**config.mk**
```make
export PLATFORM = sky130hd
export DESIGN_NAME = halfband_decimator
export DESIGN_NICKNAME = d
export VERILOG_FILES = /design/src/rtl/halfband_decimator.sv
export SDC_FILE = /design/constraint.sdc
export NUM_CORES = 1
export LEC_CHECK = 0
export ABC_CLOCK_PERIOD_IN_PS = 7750
export CORE_MARGIN = 2
export CORE_UTILIZATION = 55
export DETAILED_ROUTE_END_ITERATION = 7
export PLACE_DENSITY = 0.71
export SLEW_MARGIN = 20
export SYNTH_ARGS = -nofsm -noshare
export SYNTH_HDL_FRONTEND = slang
export SYNTH_SLANG_ARGS = --single-unit
```
**constraint.sdc**
```tcl
create_clock -name i_clock -period 7.75 [get_ports i_clock]
set_input_delay 1.9375 -clock i_clock [delete_from_list [all_inputs] [get_ports i_clock]]
set_output_delay 1.9375 -clock i_clock [all_outputs]
set_load 0.03 [all_outputs]
```
**src/rtl/halfband_decimator.sv**
```systemverilog
`default_nettype none
// ============================================================================
// Module   : halfband_decimator
// Brief    : Symmetric halfband FIR, 2:1 decimation, runtime register bypass.
// Revision : 1.0 - initial release
// ============================================================================
module halfband_decimator #(
    parameter int WIDTH      = 16,
    parameter int COEF_WIDTH = 16,
    parameter int NUM_TAPS   = 11,
    parameter logic [((NUM_TAPS + 1) / 4) * COEF_WIDTH - 1:0] COEFS = 48'h2640_F894_012C
) (
    input  logic                    i_clock,
    input  logic                    i_reset,
    input  logic                    i_bypass,
    input  logic signed [WIDTH-1:0] i_in_data,
    input  logic                    i_in_valid,
    output logic signed [WIDTH-1:0] o_out_data,
    output logic                    o_out_valid
);

    localparam int c_K   = (NUM_TAPS + 1) / 4;
    localparam int c_M   = (NUM_TAPS - 1) / 2;
    localparam int c_PAW = WIDTH + 1;
    localparam int c_PW  = WIDTH + COEF_WIDTH + 1;
    localparam int c_AW  = c_PW + $clog2(c_K + 1);

    localparam logic signed [c_AW-1:0] c_HALF    = c_AW'(1) <<< (COEF_WIDTH - 2);
    localparam logic signed [c_AW-1:0] c_SAT_HI  = {{(c_AW - WIDTH + 1){1'b0}}, {(WIDTH - 1){1'b1}}};
    localparam logic signed [c_AW-1:0] c_SAT_LO  = {{(c_AW - WIDTH + 1){1'b1}}, {(WIDTH - 1){1'b0}}};

    logic                         r_prev_bypass;
    logic                         r_phase;
    logic signed [WIDTH-1:0]      r_dly  [NUM_TAPS];
    logic signed [c_PAW-1:0]      r_pre  [c_K];
    logic signed [WIDTH-1:0]      r_ctr;
    logic signed [c_PW-1:0]       r_prod [c_K+1];
    logic signed [c_AW-1:0]       r_acc;
    logic [3:0]                   r_vld;

    logic signed [COEF_WIDTH-1:0] w_coef [c_K];
    logic                         w_flush;
    logic                         w_kill;
    logic                         w_pair;
    logic signed [c_AW-1:0]       w_sum;
    logic signed [c_AW-1:0]       w_rnd;
    logic signed [c_AW-1:0]       w_shr;
    logic signed [WIDTH-1:0]      w_sat;

    assign w_flush = i_bypass != r_prev_bypass;
    assign w_kill  = i_bypass | w_flush;
    // A flush resets the phase, so the input sampled with it can never close a pair.
    assign w_pair  = i_in_valid & ~i_bypass & ~w_flush & r_phase;

    always_comb begin
        for (int j = 0; j < c_K; j++) begin
            w_coef[j] = COEFS[j*COEF_WIDTH +: COEF_WIDTH];
        end
    end

    always_ff @(posedge i_clock) begin
        r_prev_bypass <= i_bypass;
        if (i_reset || i_bypass) begin
            for (int i = 0; i < NUM_TAPS; i++) begin
                r_dly[i] <= '0;
            end
            r_phase <= 1'b0;
        end else if (w_flush || i_in_valid) begin
            r_dly[0] <= i_in_valid ? i_in_data : '0;
            for (int i = 1; i < NUM_TAPS; i++) begin
                r_dly[i] <= w_flush ? '0 : r_dly[i-1];
            end
            r_phase <= i_in_valid & ~(r_phase & ~w_flush);
        end
    end

    always_ff @(posedge i_clock) begin
        if (i_reset || w_kill) begin
            r_vld <= '0;
        end else begin
            r_vld <= {r_vld[2:0], w_pair};
        end
    end

    // Pre-add, multiply and sum registers carry no reset; r_vld qualifies them.
    always_ff @(posedge i_clock) begin
        for (int j = 0; j < c_K; j++) begin
            r_pre[j]  <= c_PAW'(r_dly[2*j]) + c_PAW'(r_dly[NUM_TAPS-1-2*j]);
            r_prod[j] <= c_PW'(r_pre[j]) * c_PW'(w_coef[j]);
        end
        r_ctr        <= r_dly[c_M];
        r_prod[c_K]  <= c_PW'(r_ctr) <<< (COEF_WIDTH - 2);
        r_acc        <= w_sum;
    end

    always_comb begin
        w_sum = '0;
        for (int j = 0; j <= c_K; j++) begin
            w_sum = w_sum + c_AW'(r_prod[j]);
        end
    end

    assign w_rnd = r_acc + c_HALF;
    assign w_shr = w_rnd >>> (COEF_WIDTH - 1);

    always_comb begin
        w_sat = w_shr[WIDTH-1:0];
        if (w_shr > c_SAT_HI) begin
            w_sat = c_SAT_HI[WIDTH-1:0];
        end else if (w_shr < c_SAT_LO) begin
            w_sat = c_SAT_LO[WIDTH-1:0];
        end
    end

    always_ff @(posedge i_clock) begin
        if (i_reset) begin
            o_out_data  <= '0;
            o_out_valid <= 1'b0;
        end else if (i_bypass) begin
            o_out_data  <= i_in_data;
            o_out_valid <= i_in_valid;
        end else begin
            o_out_valid <= r_vld[3] & ~w_flush;
            if (r_vld[3] && !w_flush) begin
                o_out_data <= w_sat;
            end
        end
    end

endmodule
`default_nettype wire

```
## Word-level counts from Yosys, hierarchy flattened

Memory sizes are Yosys's and may differ from the RTL's.
Index checks and enable logic that the tools add are counted.

| storage, ports and cells | value |
|---|---|
| flip-flop bits (word level) | 74 |
| memory bits (writable) | 351 |
| input port bits | 20 |
| memories kept | 3 |

Memories:

| name | words | width | rd ports | clocked after memory_dff | wr ports | line | source |
|---|---|---|---|---|---|---|---|
| r_dly | 11 | 16 | 11 | 0 | 11 | 34 | `logic signed [WIDTH-1:0] r_dly [NUM_TAPS];` |
| r_prod | 4 | 31 | 4 | 0 | 4 | 37 | `logic signed [c_PW-1:0] r_prod [c_K+1];` |
| r_pre | 3 | 17 | 3 | 0 | 3 | 35 | `logic signed [c_PAW-1:0] r_pre [c_K];` |

| operators by class | value |
|---|---|
| $add $sub $neg | 7 |
| multiply operators | 3 |
| $lt $le $gt $ge | 2 |
| eq/ne operators | 1 |
| muxes and demuxes | 32 |
| bitwise logic cells | 21 |
| reduce and logical (&&, ||, !) cells | 6 |

Operators with widths:

| operator | count |
|---|---|
| 16-bit 2-to-1 mux | 26 |
| 16-bit by 16-bit adder with 17-bit output | 3 |
| 34-bit by 33-bit adder with 35-bit output | 1 |
| 35-bit by 16-bit adder with 35-bit output (second input constant) | 1 |
| 35-bit by 33-bit adder with 35-bit output | 1 |
| 33-bit by 33-bit adder with 34-bit output | 1 |
| 17-bit by 10-bit multiplier with 27-bit output (second input constant) | 1 |
| 17-bit by 9-bit multiplier with 26-bit output (second input constant) | 1 |
| 17-bit by 8-bit multiplier with 25-bit output (second input constant) | 1 |
| 20-bit by 16-bit > comparator with 1-bit output (second input constant) | 1 |
| 20-bit by 16-bit less-than comparator with 1-bit output (second input constant) | 1 |
| 1-bit bitwise OR | 12 |
| 1-bit bitwise AND | 6 |
| 1-bit 2-to-1 mux | 6 |
| 1-bit logical OR | 3 |
| 1-bit inverter | 3 |
| 2-bit nonzero test | 1 |
| 1-bit logical AND | 1 |
| 1-bit zero test | 1 |
| 1-bit inequality test | 1 |

## Longest topological paths before layout

Gate-level depths: netlist of the first run.

| logic depth | value |
|---|---|
| word-level depth | 6 |
| gate-level depth with buffers | 17 |
| depth with buffers taken out | 16 |

## Least setup slack after synthesis of the first run

No wires, ideal clock.

| timing | value |
|---|---|
| path type | input port to flip-flop |
| from | input port i_bypass |
| to | memory r_dly[0][0] (enable) |
| arrival | 5.785 ns |
| slack | 0.525 ns |
| stages on the path | 4 |
| buffers on the path | 0 |
| cells stage by stage | inv_1 > ha_1 > nor3_1 > nand2b_1 |

RTL lines:

| what | line | source |
|---|---|---|
| start: declaration | 15 | `input logic i_bypass,` |
| end: declaration | 34 |  |

==> results of run 1 <==
[layout by cell type, fill, tap and decap left out, types with 8 or more instances in the layout]
| cell | netlist | routed |
|---|---|---|
| xor2_1 | 51 | 51 |
| mux2i_1 | 8 | 8 |
| clkbuf_16 | 0 | 40 |
| clkbuf_1 | 30 | 8 |
| and2_1 | 166 | 166 |
| or3_1 | 9 | 9 |
| ha_1 | 298 | 298 |
| inv_1 | 265 | 265 |
| clkdlybuf4s50_1 | 0 | 36 |
| fa_1 | 134 | 134 |
| nand3_1 | 36 | 36 |
| nor3_1 | 28 | 28 |
| o21ai_1 | 9 | 9 |
| a21oi_1 | 92 | 92 |
| dfxtp_1 | 205 | 205 |
| and3_1 | 31 | 31 |
| a211oi_1 | 17 | 17 |
| o21bai_1 | 13 | 13 |
| o211ai_2 | 12 | 12 |
| o21a_1 | 14 | 14 |
| nand2_1 | 62 | 62 |
| a21o_1 | 40 | 40 |
| nor2_1 | 69 | 68 |
| nor2b_1 | 13 | 13 |
| a31oi_1 | 9 | 9 |
| edfxtp_1 | 176 | 176 |
| o211ai_1 | 8 | 8 |
| xnor2_1 | 88 | 88 |
| a22oi_1 | 16 | 16 |
| o21ai_0 | 39 | 39 |
[final timing paths]
check | cells past startpoint | slack (ns) | startpoint | to
min reg2reg | 0 | 0.33 | r_ctr[4]$_DFF_P_ | r_prod[3][16]$_DFF_P_
min | 0 | 0.33 | r_ctr[4]$_DFF_P_ | r_prod[3][16]$_DFF_P_
max | 15 | 2.97 | r_pre[0][17]$_DFF_P_ | r_prod[1][25]$_DFF_P_
max reg2reg | 15 | 2.97 | r_pre[0][17]$_DFF_P_ | r_prod[1][25]$_DFF_P_
[cells by family (layout without fill, tap and decap cells)]
group / count (synthesis) / after routing / synth area share (%)
xor+xnor: 139 / 139 / 5.27
simple gates: 455 / 455 / 10.8
mux: 15 / 15 / 0.687
compound gates: 335 / 335 / 10.0
fa+ha+maj: 432 / 432 / 27.7
flops: 381 / 381 / 40.6
buf+inv: 298 / 381 / 4.92
[cell type report]
type / count / area [µm²]
Fill cell: 3342 / 16300
Tap cell: 539 / 674
Timing Repair Buffer: 43 / 433
Clock inverter: 21 / 308
Clock buffer: 52 / 1090
Multi-Input combinational cell: 1376 / 12600
Inverter: 265 / 995
Sequential cell: 381 / 9390
[metrics by stage]
stage	utilization (%)	hold WS, ns	cell area, µm²	std cells
after CTS	61.0	0.328	25500	2676
after detailed placement	57.6	0.313	24100	2603
after global placement	57.6	0.313	24100	2603
after floorplan	-	0.310	23100	2055
final	61.0	0.326	25500	2677
after global routing	61.0	0.328	25500	2677
[registers in the layout, summed over array words and instances (netlist names)]
| register | count |
|---|---|
| r_acc | 21 |
| o_out_valid | 1 |
| r_vld | 4 |
| r_ctr | 16 |
| r_dly | 176 |
| o_out_data | 16 |
| r_pre | 51 |
| r_phase | 1 |
| r_prev_bypass | 1 |
| r_prod | 94 |
[worst max-delay path: stages (launching register included)]
cell      delay [ns]
dfxtp_1         0.42
inv_1           0.09
fa_1            0.53
inv_1           0.05
fa_1            0.50
inv_1           0.05
fa_1            0.38
ha_1            0.29
ha_1            0.39
and3_1          0.22
nand2_1         0.10
nor4_1          0.60
nor2_1          0.16
a211oi_1        0.43
nor3_1          0.19
o311ai_1        0.30
[synthesized netlist by cell type, drive strengths merged (4+ instances only)]
| library cell | n |
|---|---|
| a31o | 6 |
| nor2b | 13 |
| dfxtp | 205 |
| o21ai | 49 |
| nor3b | 6 |
| o211ai | 20 |
| ha | 298 |
| o21bai | 13 |
| edfxtp | 176 |
| nand4 | 8 |
| a211oi | 17 |
| o2111ai | 4 |
| a211o | 7 |
| nor4 | 5 |
| a21boi | 7 |
| a21oi | 92 |
| nor2 | 70 |
| nand2b | 7 |
| or2 | 6 |
| a22oi | 16 |
| o31ai | 6 |
| or3 | 9 |
| inv | 265 |
| mux2 | 7 |
| nor3 | 29 |
| o21a | 14 |
| and3 | 31 |
| nand2 | 63 |
| xnor2 | 88 |
| a41oi | 5 |
| xor2 | 51 |
| a2111oi | 5 |
| and2 | 166 |
| clkbuf | 30 |
| mux2i | 8 |
| nand3 | 36 |
| a31oi | 9 |
| fa | 134 |
| a21o | 40 |
[report_power, final]
group          total (mW)  switching (mW)  internal [mW]
combinational        4.17            2.48           1.70
clock                2.02           0.842           1.18
sequential           2.68           0.246           2.43
total                8.88            3.57           5.31
[routing by layer]
layer,global-route usage [%],wire (µm),part of all wire (%)
met5,0,0,0
met4,7.36,1550,3.1
met3,3.14,2290,4.6
met2,39.1,23700,48
met1,31.6,22000,44
==> metrics.cfg, run 1 <==
[run_status]
status = completed

[logic_synthesis]
synth_top_area_share_pct = 22.9
synth_flop_cell = dfxtp_1
syn_avg_cell_area_um2 = 11.2
seq_area_frac_synth_pct = 40.6
synth-seq-cells = 381
synthCells = 2055
async_flop_share_pct = 0
synth_area_mm2 = 0.0231
synth_area_leaders = edfxtp_1 (23%), dfxtp_1 (18%), ha_1 (16%)
synth_edf_count = 176
synthDistinctLibCells = 72
yosysTopAreaCell = edfxtp_1
ys_warn_count = 0
syn_nets = 2507

[die]
initial_utilization_pct = 55.4
ios = 37
row_count = 75
chipHeight_um = 209
core_area_mm2 = 0.0418
die_area_mm2 = 0.0437
die_x_um = 209

[setup_path]
crit_type = flip-flop to flip-flop
cp.required_ns = 8.21
cp-start-kind = flip-flop
worstPathArrival_ns = 5.24
crit_fanout = 6
endpoint_kind = flip-flop

[job]
cap_viol_max_count = 0

[power_and_ir_drop]
vdd_ir_drop_max_mv = 0.364
power.leakage_nw = 12.3
finalPower_mw = 8.88
power_density_mw_per_mm2 = 348

[timing]
final.setup_skew_ns = 0.0198
post-route-period-util_pct = 61.7
hold_viol = 0
fin_setup_tns_ns = 0
max_slew_margin_pct = 30.0
rsz0062_at_grt = false
setup_ws_ns = 2.97
min_period_ns = 4.78
tightest_slew_ns = 1.05
drv_slew = 0
finalSetupViolations = 0
fmax_ghz = 0.209

[placed_design]
dp_slack_ns = 2.58
dpl.hpwl_mm = 38.7
port_buffers = 36
gp_congestion = 0.900

[clock_tree]
cts_setup_buffers = 0
cts-root-buf = clkbuf_16
clock_sinks = 381
cts_hold_buf = 0
clockBufferDepth = 3
clk_pin_slew_worst_paths_ns = 0.06
cts_resized = 0
htreeDepth = 2
numCtsBuffers = 40
clkLatencyLatePin_ns = 0.57
cts_tree = built

[grt]
grt_max_degree = 90
antenna_found_initial = 3
grt_pass1_wl_mm = 79.7
grt_pass1_vias = 15003
grtUsageTotal_pct = 23.3
grt_overflow = 0

[finish]
final_layout_size_suffix_gt1_share_pct = 5.47
layout.nets = 2559
antenna_cells = 0
area_growth_pct = 10.3

[route]
drc_errors = 0
drt_first_pass_iters = 5
first_iter_violations = 1020
wl_per_cell_um = 18.5
vias = 14825
ant_nets = 0
drt-total-wl_mm = 49.5
routed_via_density = 5.54

[hold_path]
hold_class = flip-flop to flip-flop

Power figures use the tool's default switching activity.
==> inputs of run 2 (changes only) <==
- ABC_CLOCK_PERIOD_IN_PS: 7750 -> 4500
- clock period: 7.75 -> 4.5 ns (I/O delays scaled with it)
==> run 2 against run 1 <==
  * Global-route usage increased by 0.70 points
  * Core utilization up 0.11 points
  * Sequential power grew 74%
  * Routed wire length up 2.8%
  * Sequential share of layout area fell by 0.067 points
  * Design area increased by 0.18%
  * Clock skew is 0.0050 ns lower
  * Sequential cell count unchanged
  * Die area unchanged
  * Register-to-register slack worse by 2.7 ns
  * Highest routed layer unchanged
==> metrics.cfg, run 2 (same netlist as run 1, synthesis figures left out) <==
[grt]
grtUsageTotal_pct = 24.0
grt_overflow = 0
grt_pass1_vias = 14979
antenna_found_initial = 4
grt_pass1_wl_mm = 81.4
grt_max_degree = 177

[timing]
final.setup_skew_ns = 0.0149
drv_slew = 0
max_slew_margin_pct = 26.8
fmax_ghz = 0.235
post-route-period-util_pct = 94.7
tightest_slew_ns = 1.09
fin_setup_tns_ns = 0
min_period_ns = 4.26
hold_viol = 0
finalSetupViolations = 0

[die]
chipHeight_um = 209
die_x_um = 209
row_count = 75
ios = 37
core_area_mm2 = 0.0418
initial_utilization_pct = 55.4
die_area_mm2 = 0.0437

[power_and_ir_drop]
switchingPower_mw = 6.18
power_density_mw_per_mm2 = 599
vdd_ir_drop_max_mv = 0.563
pwr-share-clk_pct = 22.1
power.leakage_nw = 12.3
comb_power_share_pct = 47.5
power_frac_seq_pct = 30.5
swShare_pct = 40.4
p_int_mw = 9.11

[setup_path]
crit_fanout = 6
worstPathArrival_ns = 4.75
reg2reg_depth = 16
cp-start-kind = flip-flop
cp.required_ns = 4.99
crit_type = flip-flop to flip-flop
r2r_end = r_prod[1][29]$_DFF_P_
r2r_slack_ns = 0.24
endpoint_kind = flip-flop
reg2reg_from = r_pre[0][18]$_DFF_P_

[route]
dr_wl_met2_mm = 24.1
drt_first_pass_iters = 7
wl_per_cell_um = 19.0
wl_met1_mm = 23.2
ant_nets = 0
top_layer_used = met4
first_iter_violations = 982
drt-total-wl_mm = 50.9
routed_via_density = 5.51
wl_met3_mm = 2.04
drc_errors = 0
vias = 14797

[clock_tree]
clkLatencyLatePin_ns = 0.57
cts_setup_buffers = 0
cts_resized = 0
htreeDepth = 2
numCtsBuffers = 41
clockBufferDepth = 3
clock_sinks = 381
cts-root-buf = clkbuf_16
cts_tree = built
clk_pin_slew_worst_paths_ns = 0.06
cts_hold_buf = 0

[finish]
final_common_cell = ha_1
antenna_cells = 0
mostFrequentLayoutCells = ha_1 (298), inv_1 (265), dfxtp_1 (205)
layout.nets = 2565
top_register = r_dly
area_growth_pct = 10.5
reg.largest.list = r_dly x176, r_prod x94, r_pre x51
largest_reg_flops = 176
fin_cells = 2684
final_layout_size_suffix_gt1_share_pct = 5.64

[hold_path]
worstHoldPathCells = 0
hold_class = flip-flop to flip-flop
min-delay-start = r_ctr[8]$_DFF_P_
whs_endpoint = r_prod[3][20]$_DFF_P_

[job]
cap_viol_max_count = 0

[placed_design]
gp_congestion = 0.905
dpl.cell_count = 2609
port_buffers = 36
dpl.hpwl_mm = 40.0

[run_status]
status = completed

-- run 2: cell count changes in the layout (fill, tap and decap cells not counted), sizes merged --
cell | previous run | this run
buf | 7 | 12
bufinv | 5 | 3
clkbuf | 52 | 58
clkinv | 10 | 9
clkinvlp | 2 | 0
inv | 269 | 270
-- run 2: through the flow --
stage          hold slack [ns]  utilization [%]  power, mW  worst slack, ns  area [µm²]
6_report                 0.325             61.2       15.3            0.241       25500
5_1_grt                  0.328             61.2       16.3          -0.0286       25500
4_1_cts                  0.325             61.1       15.3            0.130       25500
3_5_place_dp             0.312             57.9       11.9            0.109       24200
3_3_place_gp             0.312             57.9       11.7            0.188       24200
2_1_floorplan            0.310                -       9.79            0.472       23100
-- run 2: layer usage --
metal	track usage, %	up-vias
met1	32.8	7237
met4	8.10	0
met2	40.0	284
li1	-	7191
met5	0	-
met3	3.02	85
-- run 2: critical path, stage by stage (launching register included) --
cell	delay (ns)
dfxtp_1	0.39
inv_1	0.08
fa_1	0.50
inv_1	0.05
fa_1	0.49
inv_1	0.05
fa_1	0.38
ha_1	0.28
ha_1	0.38
a21o_1	0.18
a21oi_1	0.12
o21ai_0	0.15
a221oi_2	0.33
a31oi_2	0.20
a211o_1	0.29
a21oi_1	0.17
xnor2_1	0.14
-- run 2: final cells by class --
cell class | instances | area [µm²]
Clock buffer | 58 | 1150
Clock inverter | 17 | 184
Fill cell | 3325 | 16200
Inverter | 265 | 995
Multi-Input combinational cell | 1376 | 12600
Sequential cell | 381 | 9390
Tap cell | 539 | 674
Timing Repair Buffer | 48 | 500
-- run 2: power by group through the flow --
stage	sequential, mW	clock, mW	combinational [mW]
5_1_grt	4.71	3.55	8.08
3_5_place_dp	4.73	0	7.12
4_1_cts	4.67	3.43	7.21
2_1_floorplan	4.52	0	5.26
3_3_place_gp	4.73	0	6.94
6_report	4.66	3.38	7.26
-- run 2: worst max path at each step --
| stage | startpoint | to | slack, ns | cells after the start |
|---|---|---|---|---|
| finish | r_pre[0][18]$_DFF_P_ | r_prod[1][29]$_DFF_P_ | 0.24 | 16 |
| floorplan | r_pre[0][17]$_DFF_P_ | r_prod[1][29]$_DFF_P_ | 0.47 | 16 |
| global route | r_pre[0][18]$_DFF_P_ | r_prod[1][29]$_DFF_P_ | -0.03 | 16 |
| CTS | r_pre[0][18]$_DFF_P_ | r_prod[1][23]$_DFF_P_ | 0.13 | 16 |
| detailed placement | r_pre[0][18]$_DFF_P_ | r_prod[1][25]$_DFF_P_ | 0.11 | 15 |
| global placement | r_pre[0][18]$_DFF_P_ | r_prod[1][29]$_DFF_P_ | 0.19 | 16 |
